`config.mk`:
```
export PLATFORM = sky130hd
export DESIGN_NAME = array_sort_check_seq
export DESIGN_NICKNAME = d
export VERILOG_FILES = /design/src/rtl/array_sort_check_seq.sv
export SDC_FILE = /design/constraint.sdc
export NUM_CORES = 1
export LEC_CHECK = 0
export ABC_AREA = 1
export CORE_AREA = 2 2 123 125
export DETAILED_ROUTE_END_ITERATION = 7
export DIE_AREA = 0 0 125 127
export DONT_BUFFER_PORTS = 1
export PLACE_DENSITY = 0.45
export SKIP_LAST_GASP = 1
export SLEW_MARGIN = 10
export SYNTH_ARGS = -nofsm -noshare
export SYNTH_HDL_FRONTEND = slang
export SYNTH_SLANG_ARGS = --single-unit
export TNS_END_PERCENT = 30
```
`constraint.sdc`:
```
create_clock -name clock -period 1.9 [get_ports clock]
set_input_delay 0 -clock clock [delete_from_list [all_inputs] [get_ports clock]]
set_output_delay 0 -clock clock [all_outputs]
set_load 0.01 [all_outputs]
```
`src/rtl/array_sort_check_seq.sv`:
```
`default_nettype none
// ============================================================================
// Module   : array_sort_check_seq
// Purpose  : Walks an array held in a synchronous-read memory and reports
//            whether it is ordered (ascending/descending, strict or not),
//            plus the index of the first out-of-order element.
//            Optional build macro SORTCHK_COUNT_EN: scan the whole array and
//            also report the number of inversion pairs on inv_count.
// Revision : 1.0 - initial release
// ============================================================================
module array_sort_check_seq #(
   parameter int DATA_W = 32,
   parameter int ADDR_W = 8,
   parameter int SIGNED = 0
) (
   input  logic              clock,
   input  logic              reset,
   input  logic              go,
   input  logic [ADDR_W:0]   length,
   input  logic              descending,
   input  logic              strict,
   output logic              rd_en,
   output logic [ADDR_W-1:0] rd_addr,
   input  logic [DATA_W-1:0] rd_data,
   output logic              busy,
   output logic              done,
   output logic              sorted,
   output logic [ADDR_W-1:0] inv_index
`ifdef SORTCHK_COUNT_EN
   ,
   output logic [ADDR_W:0]   inv_count
`endif
);

   localparam logic [1:0] c_IDLE = 2'd0;
   localparam logic [1:0] c_SCAN = 2'd1;
   localparam logic [1:0] c_DONE = 2'd2;

   localparam logic [ADDR_W:0] c_ONE = {{ADDR_W{1'b0}}, 1'b1};
   localparam logic [ADDR_W:0] c_TWO = c_ONE + c_ONE;

   logic [1:0]        r_state;
   logic [1:0]        w_state_nxt;
   logic [ADDR_W:0]   r_len;
   logic              r_desc;
   logic              r_strict;
   // r_cnt is the number of cycles spent in SCAN; it is one bit wider than
   // the address so a full 2^ADDR_W array can be walked without wrapping.
   logic [ADDR_W:0]   r_cnt;
   logic [DATA_W-1:0] r_prev;
   logic              r_found;
   logic              r_sorted;
   logic [ADDR_W-1:0] r_inv_index;
   logic              r_busy;
   logic              r_done;

   logic              w_start;
   logic              w_short;
   logic              w_cmp_valid;
   logic              w_last_cmp;
   logic              w_gt;
   logic              w_lt;
   logic              w_eq;
   logic              w_inv;
   logic              w_hit;
   logic              w_stop_early;
   logic [ADDR_W-1:0] w_idx;

   assign w_start     = go && ((r_state == c_IDLE) || (r_state == c_DONE));
   assign w_short     = (length <= c_ONE);
   // rd_data in cycle c holds a[c-1]; a pair is available once two reads landed
   assign w_cmp_valid = (r_state == c_SCAN) && (r_cnt >= c_TWO) && (r_cnt <= r_len);
   assign w_last_cmp  = (r_state == c_SCAN) && (r_cnt == r_len);
   // element index of rd_data in this cycle (mod 2^ADDR_W keeps k=2^ADDR_W-1 right)
   assign w_idx       = r_cnt[ADDR_W-1:0] - {{(ADDR_W-1){1'b0}}, 1'b1};

   generate
      if (SIGNED != 0) begin : g_signed
         assign w_gt = $signed(r_prev) > $signed(rd_data);
         assign w_lt = $signed(r_prev) < $signed(rd_data);
      end else begin : g_unsigned
         assign w_gt = r_prev > rd_data;
         assign w_lt = r_prev < rd_data;
      end
   endgenerate

   assign w_eq  = (r_prev == rd_data);
   assign w_inv = (r_desc ? w_lt : w_gt) || (r_strict && w_eq);
   assign w_hit = w_cmp_valid && w_inv;

`ifdef SORTCHK_COUNT_EN
   assign w_stop_early = 1'b0;
`else
   assign w_stop_early = w_hit;
`endif

   // State register
   always_ff @(posedge clock or negedge reset) begin
      if (!reset) r_state <= c_IDLE;
      else        r_state <= w_state_nxt;
   end

   // Next-state decode
   always_comb begin
      w_state_nxt = r_state;
      case (r_state)
         c_IDLE, c_DONE: if (go) w_state_nxt = w_short ? c_DONE : c_SCAN;
         c_SCAN:         if (w_last_cmp || w_stop_early) w_state_nxt = c_DONE;
         default:        w_state_nxt = c_IDLE;
      endcase
   end

   // Read strobe/address decoded from state and cycle counter
   always_comb begin
      rd_en   = (r_state == c_SCAN) && (r_cnt < r_len);
      rd_addr = rd_en ? r_cnt[ADDR_W-1:0] : '0;
   end

   // Datapath: latch job on go, advance scan, capture first inversion and result
   always_ff @(posedge clock or negedge reset) begin
      if (!reset) begin
         r_len       <= '0;
         r_desc      <= 1'b0;
         r_strict    <= 1'b0;
         r_cnt       <= '0;
         r_prev      <= '0;
         r_found     <= 1'b0;
         r_sorted    <= 1'b0;
         r_inv_index <= '0;
         r_busy      <= 1'b0;
         r_done      <= 1'b0;
      end else begin
         r_busy <= (w_state_nxt == c_SCAN);
         r_done <= (w_state_nxt == c_DONE);
         if (w_start) begin
            r_len       <= length;
            r_desc      <= descending;
            r_strict    <= strict;
            r_cnt       <= '0;
            r_found     <= 1'b0;
            r_sorted    <= w_short;
            r_inv_index <= '0;
         end else if (r_state == c_SCAN) begin
            r_cnt  <= r_cnt + c_ONE;
            r_prev <= rd_data;
            if (w_hit && !r_found) begin
               r_inv_index <= w_idx;
               r_found     <= 1'b1;
            end
            if (w_state_nxt == c_DONE) r_sorted <= !(r_found || w_hit);
         end
      end
   end

`ifdef SORTCHK_COUNT_EN
   logic [ADDR_W:0] r_inv_count;

   // Saturating count of every inversion pair seen during the scan
   always_ff @(posedge clock or negedge reset) begin
      if (!reset)                      r_inv_count <= '0;
      else if (w_start)                r_inv_count <= '0;
      else if (w_hit && (r_inv_count != {(ADDR_W+1){1'b1}}))
                                       r_inv_count <= r_inv_count + c_ONE;
   end

   assign inv_count = r_inv_count;
`endif

   assign busy      = r_busy;
   assign done      = r_done;
   assign sorted    = r_sorted;
   assign inv_index = r_inv_index;

endmodule
`default_nettype wire

```
==> flow_metrics.py <==
metrics = {
    "outcome": {
        "status": "finished with violations",
        "violations": "negative setup slack",
    },
    "cells_and_area": {
        "postLayoutCellArea_um2": 5210,
        "final_nets": 649,
        "instances_no_fill": 748,
        "antenna_cells": 0,
        "drive_gt1_share_pct": 14.9,
        "syn2layout_area_growth_pct": 35.3,
    },
    "placement": {
        "io_buffers": 0,
        "dp_cells": 680,
        "post_dp_cell_area_um2": 4280,
        "gp_congestion": 0.732,
        "hpwl_mm": 7.05,
        "dp_slack_ns": -0.200,
    },
    "power_and_ir_drop": {
        "ir_drop_v": 0.000645,
        "total_power_w": 0.00767,
        "p_per_area_nw_per_um2": 1470,
        "p_leak_nw": 2.54,
    },
    "timing": {
        "period_minus_slack_ns": 2.04,
        "slew_viol_final": 0,
        "rsz0062_at_grt": "yes",
        "timing.fmax_ghz": 0.491,
        "relSlewSlack_pct": 74.6,
        "fin_skew_ns": 0.00788,
        "timing.final.ws_setup_ns": -0.139,
        "hold_viol": 0,
        "setup_viol": 22,
        "whs_ns": 0.00266,
        "tightest_slew_ns": 0.380,
        "post-route-period-util_pct": 107,
    },
    "clock_network": {
        "cts_tree": "built",
        "cts.htree.levels": 3,
        "cts.sinks": 66,
        "clkTransAtPathRegs_ns": 0.05,
        "cts.path.max_buffers": 2,
        "cts_root_buffer": "clkbuf_16",
        "clock_latency_ns": 0.34,
        "numCtsBuffers": 9,
    },
    "die": {
        "die-area_um2": 15900,
        "die_y_um": 127,
        "die_w_um": 125,
        "start_util_pct": 26.7,
        "num_rows": 44,
        "ios": 66,
        "core_um2": 14400,
    },
    "setup_path": {
        "arrival_ns": 2.27,
        "critPathMaxStageDelay_ns": 0.40,
        "cp.required_ns": 2.13,
        "worst-path-max-fanout": 6,
        "cp-end-kind": "register",
        "cp-start-kind": "register",
        "path_class": "register to register",
        "path_cells": "ha_4 -> nand4_1 -> nor3_2 -> nand3_1 -> nor2_2 -> nor2_1 -> nand2_1 -> nand3_4 -> nand2_4 -> nand3_1 -> nand2_1 -> nand2_1",
        "crit_path_top_delay_cell": "dfrtp_1",
        "crit_top_cell": "nand2_1",
    },
    "route": {
        "wirelength_mm": 9.89,
        "drt-pass1-iter-count": 4,
        "drt_iter0_markers": 208,
        "drc": 0,
        "viasPerCell": 4.43,
        "wl_per_cell_um": 13.2,
        "vias": 3312,
        "ant_nets": 0,
    },
    "global_route": {
        "grt.total_usage_pct": 13.3,
        "grt_pass1_vias": 3387,
        "grt_max_degree": 67,
        "grt_overflow": 0,
        "antenna_found_initial": 0,
        "grt_pass1_wl_mm": 16.8,
    },
    "yosys": {
        "syn_nets": 565,
        "ys_warn_count": 0,
        "ys_ff_latch": 66,
        "ys_seq_area_share_pct": 42.9,
        "syn_avg_cell_area_um2": 8.11,
        "yosysUniqueCellTypes": 32,
        "synth_cells": 475,
        "synth_area_um2": 3850,
    },
    "job": {
        "drv_cap": 0,
    },
    "worst_hold_path": {
        "holdCritPathClass": "input port to register",
    },
}
## flip-flops by register name (all words and copies together), names as in the netlist
| signal | count |
|---|---|
| r_desc | 1 |
| r_found | 1 |
| r_prev | 32 |
| r_len | 9 |
| inv_index | 8 |
| r_cnt | 9 |
| sorted | 1 |
| done | 1 |
| r_state | 2 |
| busy | 1 |
| r_strict | 1 |
## cell type report
cell class                 count  area, um^2
sequential                    66        1650
timing repair buffer          84         776
inverter                      69         259
fill                        1485        9210
clock buffer                  13         250
tap                          184         230
clock inverter                 3        15.0
multi-input combinational    329        2030
## kinds of logic (layout without fill, tap and decap cells)
logic type      count (synthesis)  in the layout  share of synthesized area [%]
fa+ha+maj                      44             44                           14.3
xor+xnor                        6              6                           1.36
buf+inv                        82            169                           8.25
simple gates                  189            191                           21.2
compound gates                 88             88                           12.0
flops                          66             66                           42.9
## report_power, final
part | leakage (nW) | switching, W | internal [W]
registers | 0.830 | 0.000387 | 0.00202
logic | 1.58 | 0.00218 | 0.00157
clock network | 0.133 | 0.000597 | 0.000912
total | 2.54 | 0.00316 | 0.00451
## cell usage after synthesis, drive strengths merged
master,number,share of area [%]
inv,68,6.6
nor2,35,3.5
a211oi,1,0.20
o21a,1,0.20
clkinv,1,0.097
a21o,1,0.20
ha,44,14
o22ai,1,0.16
nor4,3,0.65
o32ai,1,0.23
nor3,7,0.91
a31oi,1,0.16
clkbuf,9,0.88
o21ai,60,7.9
a21oi,22,3.0
dfrtp,66,43
nand4,9,1.5
xor2,5,1.1
buf,4,0.65
nand3,27,4.1
xnor2,1,0.23
nand2,108,11
## per-stage QoR
step	utilization, %	TNS, ns
after floorplan	-	0
after global placement	29.6	-1.69
after detailed placement	29.6	-2.25
after CTS	35.5	-2.66
after global routing	36.1	-6.02
final	36.1	-1.99
## timing repair
action,CTS,global route
resized for setup,13,14
endpoints found under the hold margin,113,0
gates cloned,2,0
pin swaps,5,11
buffers inserted,3,1
setup endpoints to repair,23,23
hold buffers,46,0
## worst max-delay path: cells and delay by family (launching register included)
kind                     cells  cell delay, ns
AND/OR/NAND/NOR             11            1.26
flip-flops                   1            0.40
adder cells (fa/ha/maj)      1            0.29
## placed cells by master, fill, tap and decap left out, drive strengths merged
master / netlist / final
o22ai: 1 / 1
dfrtp: 66 / 66
xnor2: 1 / 1
xor2: 5 / 5
o21ai: 60 / 60
nand2: 108 / 108
clkbuf: 9 / 13
a21o: 1 / 1
nor4: 3 / 3
a21oi: 22 / 22
a211oi: 1 / 1
o21a: 1 / 1
clkinv: 1 / 4
nand4: 9 / 9
buf: 4 / 39
nor3: 7 / 7
nand3: 27 / 29
ha: 44 / 44
dlygate4sd3: 0 / 45
o32ai: 1 / 1
inv: 68 / 68
a31oi: 1 / 1
nor2: 35 / 35
## path summary, 6_finish.rpt
kind	from	endpoint	slack, ns	depth (start not counted)
setup / recovery	r_prev[11]	sorted	-0.14	12
hold / removal	length[2]	r_state[0]	0.003	4
setup reg to reg	r_prev[11]	sorted	-0.14	12
hold reg to reg	r_strict	r_strict	0.47	2
max in group asynchronous	reset	done	1.39	2
min in group asynchronous	reset	r_len[3]	0.22	2
## metal layers
metal,global-route usage [%],part of all wire (%)
met5,0,0
met3,3.06,3.3
met2,22.8,49
met4,5.95,2.3
met1,16.1,45
Power figures use the tool's default switching activity.
